$ cat config.mk
export PLATFORM = sky130hd
export DESIGN_NAME = riscv_if_frontend
export DESIGN_NICKNAME = d
export VERILOG_FILES = /design/src/rtl/riscv_pkg.sv /design/src/rtl/riscv_parcel_fifo.sv /design/src/rtl/riscv_if_frontend.sv
export SDC_FILE = /design/constraint.sdc
export NUM_CORES = 1
export LEC_CHECK = 0
export ABC_AREA = 1
export BUFFER_PORTS_ARGS = -buffer_cell sky130_fd_sc_hd__buf_4
export CORE_ASPECT_RATIO = 0.8
export CORE_UTILIZATION = 35
export CTS_CLUSTER_DIAMETER = 40
export DETAILED_ROUTE_END_ITERATION = 12
export GPL_ROUTABILITY_DRIVEN = 0
export GPL_TIMING_DRIVEN = 0
export RECOVER_POWER = 100
export SETUP_SLACK_MARGIN = 0.15
export SYNTH_ARGS = -nofsm -noshare
export SYNTH_HDL_FRONTEND = slang
export SYNTH_HIERARCHICAL = 1
export SYNTH_SLANG_ARGS = --single-unit
$ cat constraint.sdc
create_clock -name hclk -period 13.7 [get_ports hclk]
set_input_delay 1.37 -clock hclk [delete_from_list [all_inputs] [get_ports hclk]]
set_output_delay 1.37 -clock hclk [all_outputs]
set_load 0.05 [all_outputs]
$ cat src/rtl/riscv_pkg.sv
// riscv_pkg: shared fetch-path constants and the queued fetch-entry record.
package riscv_pkg;
  localparam logic [31:0] INSTR_NOP = 32'h0000_0013;
  typedef struct packed {
    logic [31:0] instr;
    logic [31:0] pc;
    logic        misaligned;
    logic        page_fault;
  } fetch_entry_t;
endpackage

$ cat src/rtl/riscv_parcel_fifo.sv
// riscv_parcel_fifo: show-ahead FIFO with synchronous clear; a full push is accepted only alongside a pop.
module riscv_parcel_fifo import riscv_pkg::*; #(
  parameter int  DEPTH = 4,
  parameter type T     = fetch_entry_t
) (
  input  logic clk,
  input  logic rst,
  input  logic clr_i,
  input  logic push_i,
  input  logic pop_i,
  input  T     wdata_i,
  output T     rdata_o,
  output logic full_o,
  output logic empty_o
);
  localparam int AW = $clog2(DEPTH);
  T              mem_q [DEPTH];
  logic [AW-1:0] wptr_q, rptr_q;
  logic [AW:0]   cnt_q;
  logic          do_push, do_pop;
  assign full_o  = cnt_q == (AW+1)'(DEPTH);
  assign empty_o = cnt_q == '0;
  assign do_pop  = pop_i & ~empty_o;
  assign do_push = push_i & (~full_o | do_pop);
  assign rdata_o = mem_q[rptr_q];
  always_ff @(posedge clk) begin
    if (rst || clr_i) begin
      wptr_q <= '0;
      rptr_q <= '0;
      cnt_q  <= '0;
    end else begin
      if (do_push) wptr_q <= wptr_q + 1'b1;
      if (do_pop) rptr_q <= rptr_q + 1'b1;
      cnt_q <= cnt_q + (AW+1)'(do_push) - (AW+1)'(do_pop);
    end
  end
  always_ff @(posedge clk) begin
    if (do_push) mem_q[wptr_q] <= wdata_i;
  end
endmodule

$ cat src/rtl/riscv_if_frontend.sv
// riscv_if_frontend: fetch PC register, BIU handshake, parcel queue to decode and flush distribution.
module riscv_if_frontend import riscv_pkg::*; #(
  parameter int               XLEN        = 32,
  parameter int               PARCEL_SIZE = 32,
  parameter int               DEPTH       = 4,
  parameter logic [XLEN-1:0]  PC_INIT     = '0
) (
  input  logic                     hclk,
  input  logic                     hreset,
  output logic [XLEN-1:0]          bu_nxt_pc,
  input  logic                     bu_stall_nxt_pc,
  output logic                     bu_stall,
  output logic                     bu_flush,
  input  logic [PARCEL_SIZE-1:0]   bu_parcel,
  input  logic [XLEN-1:0]          bu_parcel_pc,
  input  logic [PARCEL_SIZE/16-1:0] bu_parcel_valid,
  input  logic                     bu_parcel_misaligned,
  input  logic                     bu_parcel_page_fault,
  input  logic                     ex_flush,
  input  logic [XLEN-1:0]          ex_flush_pc,
  input  logic                     id_stall,
  output logic                     id_valid,
  output logic [PARCEL_SIZE-1:0]   id_instr,
  output logic [XLEN-1:0]          id_pc,
  output logic                     id_misaligned,
  output logic                     id_page_fault,
  output logic                     ovf
);
  typedef struct packed {
    logic [PARCEL_SIZE-1:0] instr;
    logic [XLEN-1:0]        pc;
    logic                   misaligned;
    logic                   page_fault;
  } entry_t;
  logic [XLEN-1:0] pc_q, pc_d;
  logic            ovf_q, ovf_d;
  logic            push, pop, full, empty;
  entry_t          head;
  assign push     = |bu_parcel_valid & ~ex_flush;
  assign id_valid = ~empty & ~ex_flush;
  assign pop      = id_valid & ~id_stall;
  assign bu_stall = full & ~pop;
  assign bu_flush = ex_flush;
  assign bu_nxt_pc = pc_q;
  assign ovf      = ovf_q;
  always_comb begin
    pc_d  = ex_flush ? ex_flush_pc : ~bu_stall_nxt_pc ? pc_q + XLEN'(4) : pc_q;
    ovf_d = ovf_q | (push & full & ~pop);
    id_instr      = empty ? PARCEL_SIZE'(INSTR_NOP) : head.instr;
    id_pc         = empty ? '0 : head.pc;
    id_misaligned = ~empty & head.misaligned;
    id_page_fault = ~empty & head.page_fault;
  end
  always_ff @(posedge hclk) begin
    if (hreset) begin
      pc_q  <= PC_INIT;
      ovf_q <= 1'b0;
    end else begin
      pc_q  <= pc_d;
      ovf_q <= ovf_d;
    end
  end
  riscv_parcel_fifo #(.DEPTH(DEPTH), .T(entry_t)) u_fifo (
    .clk     (hclk),
    .rst     (hreset),
    .clr_i   (ex_flush),
    .push_i  (push),
    .pop_i   (pop),
    .wdata_i ('{bu_parcel, bu_parcel_pc, bu_parcel_misaligned, bu_parcel_page_fault}),
    .rdata_o (head),
    .full_o  (full),
    .empty_o (empty)
  );
endmodule

==> Word-level counts from Yosys, hierarchy flattened <==
Memory sizes are Yosys's and may differ from the RTL's. A register that Yosys moved wholly into a read port is not among the register bits.
Cells that the tools add are included.
{ "totals": {"word_cells": 41, "n_memories": 1, "mem_bits_rw": 264, "output_inout_bits": 102, "reg_bits": 40} }
{ "classes": {"n_eq_ne": 2, "addsub": 5, "bitwise": 17, "muxes": 8, "reduce_logical": 3} }
{ "mem_list": {"columns": ["name", "depth", "word_bits", "rd", "rd_ports_with_merged_regs", "wr", "line_no", "rtl"], "rows": [
  ["u_fifo.mem_q", 4, 66, 1, 1, 1, "riscv_parcel_fifo.sv:17", "T mem_q [DEPTH];"]
]} }
{ "ops": {"columns": ["operator", "count"], "rows": [
  ["32-bit 2-to-1 mux", 4],
  ["32-bit by 3-bit adder with 32-bit output (second input constant)", 1],
  ["1-bit bitwise AND", 10],
  ["1-bit NOT", 5],
  ["2-bit by 1-bit adder with 2-bit output (second input constant)", 2],
  ["2-bit 2-to-1 mux", 2],
  ["3-bit by 1-bit adder with 3-bit output", 1],
  ["3-bit == test (second input constant)", 1],
  ["3-bit logical NOT", 1],
  ["3-bit by 1-bit subtractor with 3-bit output", 1],
  ["1-bit 2-to-1 mux", 2],
  ["2-bit by 1-bit inequality test with 1-bit output (second input constant)", 1],
  ["1-bit OR", 2],
  ["2-bit OR reduction", 1],
  ["1-bit logical OR", 1]
]} }

==> Depth between registers and ports, before layout <==
Gate-level depths: netlist (run 1).
{ "depth": {"word_depth": 9, "ltp_mapped": 14} }

==> By module <==
Netlist (run 1), hierarchy kept.
{ "modules_own_cells": {"columns": ["mod", "seq_area_each_um2", "area_per_inst_um2", "n_inst", "cells_per_inst"], "rows": [
  ["riscv_parcel_fifo", 8107.8, 10871.7, 1, 708],
  ["riscv_if_frontend", 660.6, 2776.4, 1, 525]
]} }

==> Least setup slack after synthesis (run 1) <==
No wires, ideal clock.
{ "synth_path": {"path_kind": "in2reg", "startpoint": "input port ex_flush", "endpoint": "memory u_fifo/mem_q[0][0] (netlist bit) (enable)", "setup_ns": 0.491, "slack_ns": 7.681, "arrival_time_ns": 5.529, "path_stages": 8, "path_buffers": 1, "path_cell_list": "buf_2 nor2_1 nand2_1 inv_1 inv_1 nand3_1 nand2_1 nor2_1"} }
{ "synth_between": {"elab_chain_cells": 8, "word_cells_on_any_way": 9, "classes_between": "mux: 2; bitwise: 7"} }
{ "synth_lines": {"columns": ["element", "line_no", "rtl"], "rows": [
  ["start, declared", "riscv_if_frontend.sv:19", "input logic ex_flush,"],
  ["1-bit NOT", "riscv_if_frontend.sv:40", "assign id_valid = ~empty & ~ex_flush;"],
  ["1-bit bitwise AND", "riscv_if_frontend.sv:40", null],
  ["via id_valid", "riscv_if_frontend.sv:22", "output logic id_valid,"],
  ["1-bit bitwise AND", "riscv_if_frontend.sv:41", "assign pop = id_valid & ~id_stall;"],
  ["via pop", "riscv_if_frontend.sv:37", "logic push, pop, full, empty;"],
  ["1-bit bitwise AND", "riscv_parcel_fifo.sv:23", "assign do_pop = pop_i & ~empty_o;"],
  ["1-bit OR", "riscv_parcel_fifo.sv:24", "assign do_push = push_i & (~full_o | do_pop);"],
  ["1-bit bitwise AND", "riscv_parcel_fifo.sv:24", null],
  ["1-bit 2-to-1 mux", "riscv_parcel_fifo.sv:38", "if (do_push) mem_q[wptr_q] <= wdata_i;"],
  ["1-bit 2-to-1 mux (implied by the code)", "riscv_parcel_fifo.sv:38", null],
  ["end, declared", "riscv_parcel_fifo.sv:17", null]
]} }
The timed path passes the listed nets, and every way through them passes these cells.

==> Final worst setup path (run 1) <==
{ "layout_path": {"startpoint": "input port ex_flush", "endpoint": "memory u_fifo/mem_q[3][55] (netlist bit) (enable)"} }
{ "layout_between": {"word_cells_on_any_way": 9, "classes_between": "mux: 2; bitwise: 7"} }
{ "layout_rtl": {"columns": ["element", "line_no", "rtl"], "rows": [
  ["1-bit NOT", "riscv_if_frontend.sv:39", "assign push = |bu_parcel_valid & ~ex_flush;"],
  ["1-bit bitwise AND", "riscv_if_frontend.sv:39", null],
  ["via push", "riscv_if_frontend.sv:37", null],
  ["1-bit bitwise AND", "riscv_parcel_fifo.sv:24", null],
  ["1-bit 2-to-1 mux", "riscv_parcel_fifo.sv:38", null],
  ["1-bit 2-to-1 mux (implied by the code)", "riscv_parcel_fifo.sv:38", null]
]} }
The timed path passes the listed nets, and every way through them passes these cells.

==> flow_metrics.tcl, run 1 <==
set metrics [dict create \
    ys_async_sr_fraction_pct 0 \
    slowest_delay_ns 1.85 \
    power.switching_mw 0.547 \
    fp.coreArea_sq_um 38400 \
    drv_cap 8 \
    grt_pass1_wl_um 54600 \
    clock_path_buffers 3 \
    fmax_mhz 170 \
    drive_above_1_share_pct 15.8 \
    setup.worst_path.class "input pin to flip-flop" \
    register_area_sq_um 8770 \
    cts_buffers 43 \
    drt-pass1-iter-count 4 \
    fin_area_sq_um 16700 \
    wl_met1_um 16600 \
    vias 9742 \
    peakVddDrop_v 0.0000731 \
    syn_nets 1345 \
    vias_per_cell 4.81 \
    worst_pin_slew_ns 2.49 \
    die_h_um 179 \
    cts_tree "built" \
    wirelength_um 35900 \
    clk_latency_ns 0.54 \
    path_max_fanout 26 \
    clock_sinks 306 \
    antenna_found_initial 5 \
    grt_max_degree 29 \
    internal-power_mw 1.78 \
    synthFlopType "edfxtp_1" \
    seqPwrFrac_pct 45.4 \
    fin_crit_sh_pct 43.0 \
    yosysTopAreaCellShare_pct 58.1 \
    finalNetCount 1605 \
    critPathMostFrequentCell "clkbuf_1" \
    hold_buffers 0 \
    core.rowCount 64 \
    p_clk_share_pct 47.4 \
    p_comb_share_pct 7.2 \
    slew_headroom_pct -66.8 \
    htreeDepth 2 \
    cp_cell_sequence "clkbuf_1, clkbuf_1, clkbuf_1, nor2_1, nand2_1, nor2_1, clkbuf_1" \
    netlist_area_sq_um 13600 \
    grt_overflow_total 0 \
    min-delay-path-class "flip-flop to flip-flop" \
    placed_area_sq_um 16000 \
    crit_required_ns 13.81 \
    period_minus_slack_ns 5.89 \
    ys_top_cells_by_area "edfxtp_1 (58%), dfxtp_1 (6.2%), nor2_1 (5.7%)" \
    start_util_pct 35.6 \
    rsz0062_at_grt "false" \
    ff2ff_setup_slack_ns 8.41 \
    ys_seq_elements 306 \
    hold_viol 0 \
    cellLeakagePower_nw 5.86 \
    cts_setup_buffers 0 \
    dr_wl_met2_um 16500 \
    end_kind "flip-flop" \
    switching_share_pct 23.5 \
    grt_use_total_pct 18.0 \
    final_antenna_net_count 0 \
    yosysUniqueCellTypes 34 \
    final-setup-viol-count 0 \
    r2r-start "u_fifo/cnt_q[0]" \
    synth_edf_count 264 \
    root_buffer "clkbuf_16" \
    failed_checks "max-capacitance violations, max-slew violations" \
    remaining_drc_errors 0 \
    yosysWarnings 6 \
    multi_input_area_sq_um 3980 \
    yosysSeqAreaShare_pct 64.2 \
    drtIter0Drc 599 \
    cp-startpoint "ex_flush" \
    io_pins 207 \
    dr.max_layer_used "met5" \
    portBuffers 206 \
    fillers 3755 \
    synth_area_per_cell_sq_um 11.1 \
    min_path_cells 2 \
    cts.clk_slew.worst_paths_ns 0.05 \
    cpMaxStageDelayCell "nor2_1" \
    grt_pass1_vias 9565 \
    cts_resized 0 \
    slew_violations 204 \
    die_area_sq_um 39800 \
    area_growth_pct 22.1 \
    syn_inst 1233 \
    fin_skew_ns 0.0249 \
    yosysTopAreaCell "edfxtp_1" \
    rr_worst_depth 11 \
    dp_hpwl_um 24100 \
    wl_per_cell_um 17.7 \
    powerDensity_nw_per_um2 139 \
    die-width_um 223 \
    finalPower_mw 2.32 \
    min_from "ovf" \
    wl_met3_um 1800 \
    fin_tns_setup_ns 0 \
    status "complete, but fails checks" \
    cp.arrival_ns 6.00 \
    startpoint_type "input pin" \
]
flip-flops by register name (all words and copies together), names as in the netlist, named ones only:
| signal | cells |
|---|---|
| ovf | 1 |
| bu_nxt_pc | 32 |
| u_fifo/wptr_q | 2 |
| u_fifo/rptr_q | 2 |
| u_fifo/cnt_q | 3 |
| u_fifo/mem_q | 264 |
metal layers:
metal,vias to the layer above,global-route usage (%)
li1,4755,-
met4,4,5.78
met3,71,3.57
met5,-,0
met2,244,28.8
met1,4668,24.4
Yosys cell counts, types with 2 or more instances:
cell type  number
edfxtp_1      264
nor2_1        206
o21ai_0       147
inv_1         134
nand2_1       124
nand3_1        44
nor2_4         44
dfxtp_1        42
o22ai_2        40
clkbuf_1       36
a21oi_1        28
o22ai_1        26
nor2_2         14
o21ai_1        14
buf_2          13
a31oi_1         6
ha_1            6
buf_12          5
buf_6           5
inv_2           5
nand2_2         5
o21ai_2         4
or2_2           3
xnor2_1         3
xor2_1          3
and2_1          2
buf_4           2
nand4_1         2
metrics by stage:
step	hold WS, ns	util [%]	std cells	setup WS [ns]
global placement	0.463	41.2	1934	5.20
detailed placement	0.487	41.8	1943	9.43
CTS	0.500	45.6	2022	9.44
floorplan	0.467	-	1233	7.68
finish	0.485	43.4	2025	7.81
global route	0.537	43.4	2025	7.48
worst paths after layout:
path,end
max,u_fifo/mem_q[3][55]
max reg2reg,u_fifo/mem_q[3][55]
min reg2reg,ovf
min,ovf
critical path: cells and delay by family:
kind | cells | cell delay, ns
buf+inv | 4 | 2.08
simple gates | 3 | 2.51
power by group through the flow:
stage | sequential (mW) | combinational [mW] | clock (mW)
floorplan | 1.09 | 0.0907 | 0
global placement | 1.08 | 0.185 | 0
detailed placement | 1.07 | 0.194 | 0
CTS | 1.05 | 0.195 | 1.13
global route | 1.06 | 0.181 | 1.17
finish | 1.06 | 0.166 | 1.10
cell usage in the layout (no fill, tap or decap), types with 4 or more instances in the layout:
cell type,n
inv_6,4
inv_1,136
ha_1,6
nand3_1,44
o21ai_0,147
nor2_4,44
nor2_2,14
a21oi_1,28
clkinv_4,4
buf_4,42
nand2_2,5
dfxtp_1,42
edfxtp_1,264
o22ai_1,26
clkbuf_1,226
buf_6,4
clkbuf_16,44
nor2_1,206
nand2_1,124
buf_12,5
clkinv_2,6
o21ai_1,14
bufinv_16,5
o22ai_2,40
o21ai_2,4
a31oi_1,6
buf_2,8
area by class of cell:
| class | count | share of cell area [%] |
|---|---|---|
| antenna | 3 | 0.0451 |
| buffer | 61 | 2.15 |
| clock buffer | 54 | 6.89 |
| clock inverter | 25 | 1.75 |
| inverter | 140 | 3.18 |
| multi-input combinational | 726 | 23.9 |
| sequential | 306 | 52.6 |
| tap | 495 | 3.72 |
| timing repair buffer | 215 | 5.75 |
cell families (layout without fill, tap and decap cells):
family,after synthesis,count (layout),synth area share (%)
compound gates,266,266,12.4
xor+xnor,6,6,0.385
simple gates,447,447,15.7
flops,306,306,64.2
fa+ha+maj,7,7,0.697
other cells,0,3,0
buf+inv,201,495,6.61
Note: power is estimated with default switching activity, not from simulation.
==> run 2, diff against run 1 <==
==> constraint.sdc (replaced) <==
create_clock -name hclk -period 4.9 [get_ports hclk]
set_input_delay 0.49 -clock hclk [delete_from_list [all_inputs] [get_ports hclk]]
set_output_delay 0.49 -clock hclk [all_outputs]
set_load 0.05 [all_outputs]
==> flow_metrics.tcl, run 2 (synthesis results as in run 1) <==
set metrics [dict create \
    drtIter0Drc 616 \
    portBuffers 206 \
    hold_buffers 0 \
    htreeDepth 2 \
    cp.arrival_ns 3.34 \
    finalNetCount 1605 \
    period_minus_slack_ns 3.83 \
    fin_crit_sh_pct 78.2 \
    fp.coreArea_sq_um 38400 \
    dp_hpwl_um 24100 \
    min-delay-path-class "input pin to flip-flop" \
    fin_tns_setup_ns 0 \
    die-width_um 223 \
    status "complete, but fails checks" \
    holdWs_ns 0.183 \
    end_kind "output port" \
    grt_use_total_pct 18.0 \
    cts_buffers 43 \
    final_antenna_net_count 0 \
    hold_viol 0 \
    drv_cap 2 \
    vias_per_cell 4.81 \
    vias 9746 \
    clock_path_buffers 3 \
    slew_violations 30 \
    area_growth_pct 22.8 \
    core.rowCount 64 \
    drt-pass1-iter-count 7 \
    drive_above_1_share_pct 15.7 \
    slew_headroom_pct -35.6 \
    clock_sinks 306 \
    worst_pin_slew_ns 2.03 \
    die_area_sq_um 39800 \
    grt_pass1_vias 9565 \
    die_h_um 179 \
    grt_pass1_wl_um 54600 \
    cts_resized 0 \
    antenna_found_initial 5 \
    clk_latency_ns 0.54 \
    layout_commonest_cell "edfxtp_1" \
    root_buffer "clkbuf_16" \
    remaining_drc_errors 0 \
    grt_max_degree 29 \
    setup.worst_path.class "flip-flop to output port" \
    peakVddDrop_v 0.000205 \
    cts_setup_buffers 0 \
    wl_per_cell_um 17.7 \
    largest-register "u_fifo/mem_q" \
    io_pins 207 \
    cellLeakagePower_nw 5.91 \
    final_cell_mix "edfxtp_1 (264), clkbuf_1 (218), nor2_1 (213), o21ai_0 (148), inv_1 (137)" \
    final-setup-viol-count 0 \
    cts_tree "built" \
    wirelength_um 35800 \
    path_max_fanout 10 \
    fin_skew_ns 0.0239 \
    largest_reg_flops 264 \
    cts.clk_slew.worst_paths_ns 0.05 \
    startpoint_type "flip-flop" \
    powerDensity_nw_per_um2 388 \
    rsz0062_at_grt "false" \
    crit_required_ns 4.41 \
    grt_overflow_total 0 \
    failed_checks "max-capacitance violations, max-slew violations" \
    start_util_pct 35.6 \
    fmax_mhz 261 \
]
-- run 2: cell count changes in the layout (fill, tap and decap cells not counted), moves of 2 or more --
cell and delta:
nor2_1 +7, nor2_4 -2, nand2_1 +2, clkbuf_1 -8, buf_12 +7, nor2_2 -5
-- run 2: power breakdown --
group          total, mW  switching (mW)  internal, mW
registers           2.95          0.0364          2.91
logic              0.478           0.351         0.126
clock network       3.08            1.14          1.94
total               6.50            1.53          4.98
-- run 2: critical path: stages (launching register included) --
cell and delay, ns:
dfxtp_1 0.58, clkbuf_1 0.68, clkbuf_1 0.53, nor2_1 0.10, o22ai_1 0.15, inv_1 0.06
nor2_1 0.20, clkbuf_1 0.50
-- run 2: metrics by stage --
stage	instances	power, mW	worst slack [ns]	utilization (%)	cell area [sq um]
floorplan	1233	3.31	-0.239	-	13600
global route	2025	6.74	0.754	43.7	16800
CTS	2022	6.65	1.52	45.6	17500
global placement	1934	3.53	-2.72	41.2	15800
detailed placement	1943	3.54	1.51	41.8	16000
finish	2025	6.50	1.07	43.7	16800
-- run 2: cell type report --
cell class,instances,area (sq um)
timing repair buffer,215,1090
buffer,61,358
tap,495,619
antenna,3,7.51
sequential,306,8770
clock buffer,54,1150
inverter,140,531
clock inverter,25,292
fill,3744,21600
multi-input combinational,726,3940
-- run 2: path summary, 6_finish.rpt --
path,slack [ns],endpoint,startpoint,depth (start not counted)
max,1.07,id_instr[14],flip-flop,7
min,0.18,bu_nxt_pc[1],ex_flush_pc[1],3
max reg2reg,1.14,u_fifo/mem_q[3][60],u_fifo/cnt_q[0],11
min reg2reg,0.48,ovf,ovf,2
-- run 2: layer usage --
metal | up-vias | part of all wire, % | GRT usage (%)
met3 | 68 | 5.1 | 3.57
met2 | 251 | 46 | 28.8
met4 | 4 | 2.6 | 5.78
met1 | 4670 | 46 | 24.4
met5 | - | 0.087 | 0
li1 | 4753 | - | -
==> run 3, diff against run 2 <==
==> constraint.sdc (replaced) <==
create_clock -name hclk -period 3.9 [get_ports hclk]
set_input_delay 0.39 -clock hclk [delete_from_list [all_inputs] [get_ports hclk]]
set_output_delay 0.39 -clock hclk [all_outputs]
set_load 0.05 [all_outputs]
==> flow_metrics.tcl, run 3 (synthesis results as in run 1) <==
set metrics [dict create \
    largest-register "u_fifo/mem_q" \
    cts_setup_buffers 0 \
    fmax_mhz 287 \
    grt_overflow_total 0 \
    peakVddDrop_v 0.000232 \
    grt_max_degree 27 \
    grt_use_total_pct 17.9 \
    cp.arrival_ns 3.10 \
    final_util_pct 44.1 \
    min_from "ex_flush_pc[1]" \
    final_cell_mix "edfxtp_1 (264), nor2_1 (214), clkbuf_1 (162), o21ai_0 (147), inv_1 (137)" \
    root_buffer "clkbuf_16" \
    drv_cap 0 \
    slew_headroom_pct 17.7 \
    clock_sinks 306 \
    cts.clk_slew.worst_paths_ns 0.06 \
    hold_viol 0 \
    wirelength_um 35500 \
    antenna_found_initial 3 \
    path_max_fanout 10 \
    wl_per_cell_um 17.5 \
    dp_hpwl_um 24200 \
    die-width_um 223 \
    rsz0062_at_grt "false" \
    cts_tree "built" \
    clk_latency_ns 0.55 \
    slowest_delay_ns 0.67 \
    remaining_drc_errors 0 \
    largest_reg_flops 264 \
    cp_cell_sequence "clkbuf_1, clkbuf_1, nor2_1, o22ai_2, inv_1, nor2_1, clkbuf_2" \
    grt_pass1_wl_um 54600 \
    worst_pin_slew_ns 1.23 \
    portBuffers 206 \
    area_growth_pct 24.0 \
    finalNetCount 1607 \
    antenna_cells 0 \
    die_h_um 179 \
    period_minus_slack_ns 3.49 \
    htreeDepth 2 \
    hold_buffers 0 \
    start_util_pct 35.6 \
    grt_pass1_vias 9742 \
    drive_above_1_share_pct 19.3 \
    cellLeakagePower_nw 6.13 \
    min-delay-path-class "input pin to flip-flop" \
    final_antenna_net_count 0 \
    fin_crit_sh_pct 89.5 \
    fin_tns_setup_ns 0 \
    drt-pass1-iter-count 4 \
    vias 9733 \
    fp.coreArea_sq_um 38400 \
    cpMaxStageDelayCell "clkbuf_1" \
    vias_per_cell 4.81 \
    placed_area_sq_um 16100 \
    core.rowCount 64 \
    drtIter0Drc 537 \
    io_pins 207 \
    cts_resized 0 \
    final-setup-viol-count 0 \
    crit_required_ns 3.51 \
    fin_area_sq_um 16900 \
    slew_violations 0 \
    end_kind "output port" \
    cts_buffers 43 \
    holdWs_ns 0.0728 \
    die_area_sq_um 39800 \
    powerDensity_nw_per_um2 492 \
    layout_commonest_cell "edfxtp_1" \
    fin_skew_ns 0.0241 \
    startpoint_type "flip-flop" \
    setup.worst_path.class "flip-flop to output port" \
    r2r-start "u_fifo/cnt_q[0]" \
    status "complete, no violations" \
    clock_path_buffers 3 \
]
-- run 3: critical path, delay by kind of cell (launching register included) --
| family | cells | cell delay [ns] |
|---|---|---|
| buffers and inverters | 4 | 1.58 |
| AO/OA/AOI/OAI | 1 | 0.13 |
| flip-flops | 1 | 0.57 |
| AND/OR/NAND/NOR | 2 | 0.26 |
-- run 3: metal layers --
metal / GRT usage (%) / up-vias / part of all wire, %
met5: 0 / - / 0.10
met4: 4.34 / 6 / 1.8
met3: 3.89 / 63 / 5.6
met2: 30.5 / 230 / 48
met1: 23.2 / 4673 / 44
li1: - / 4761 / -
-- run 3: worst paths after layout --
check                       end  slack [ns]  cells past startpoint
max                   id_pc[28]        0.41                      7
min reg2reg                 ovf        0.47                      2
max reg2reg  u_fifo/mem_q[3][7]        0.62                     12
min                bu_nxt_pc[1]        0.07                      3
-- run 3: stage by stage --
| step | setup WS, ns | std cells | power, mW |
|---|---|---|---|
| after floorplan | -0.115 | 1233 | 4.15 |
| after CTS | 0.585 | 2025 | 8.49 |
| final | 0.410 | 2025 | 8.33 |
| after global placement | -1.56 | 1934 | 4.43 |
| after global routing | 0.233 | 2025 | 8.62 |
| after detailed placement | 0.737 | 1945 | 4.45 |
-- run 3: layout make-up --
type	count	area, sq um
Buffer	61	358
Clock buffer	45	1080
Clock inverter	35	409
Fill cell	3658	21400
Inverter	140	531
Multi-Input combinational cell	726	3930
Sequential cell	306	8770
Tap cell	495	619
Timing Repair Buffer	217	1220
-- run 3: power by group --
part           internal, mW  leakage, nW  switching [mW]
clock network          2.43        0.723            1.59
registers              3.66         2.76          0.0464
logic                 0.168         2.65           0.439
total                  6.26         6.13            2.07
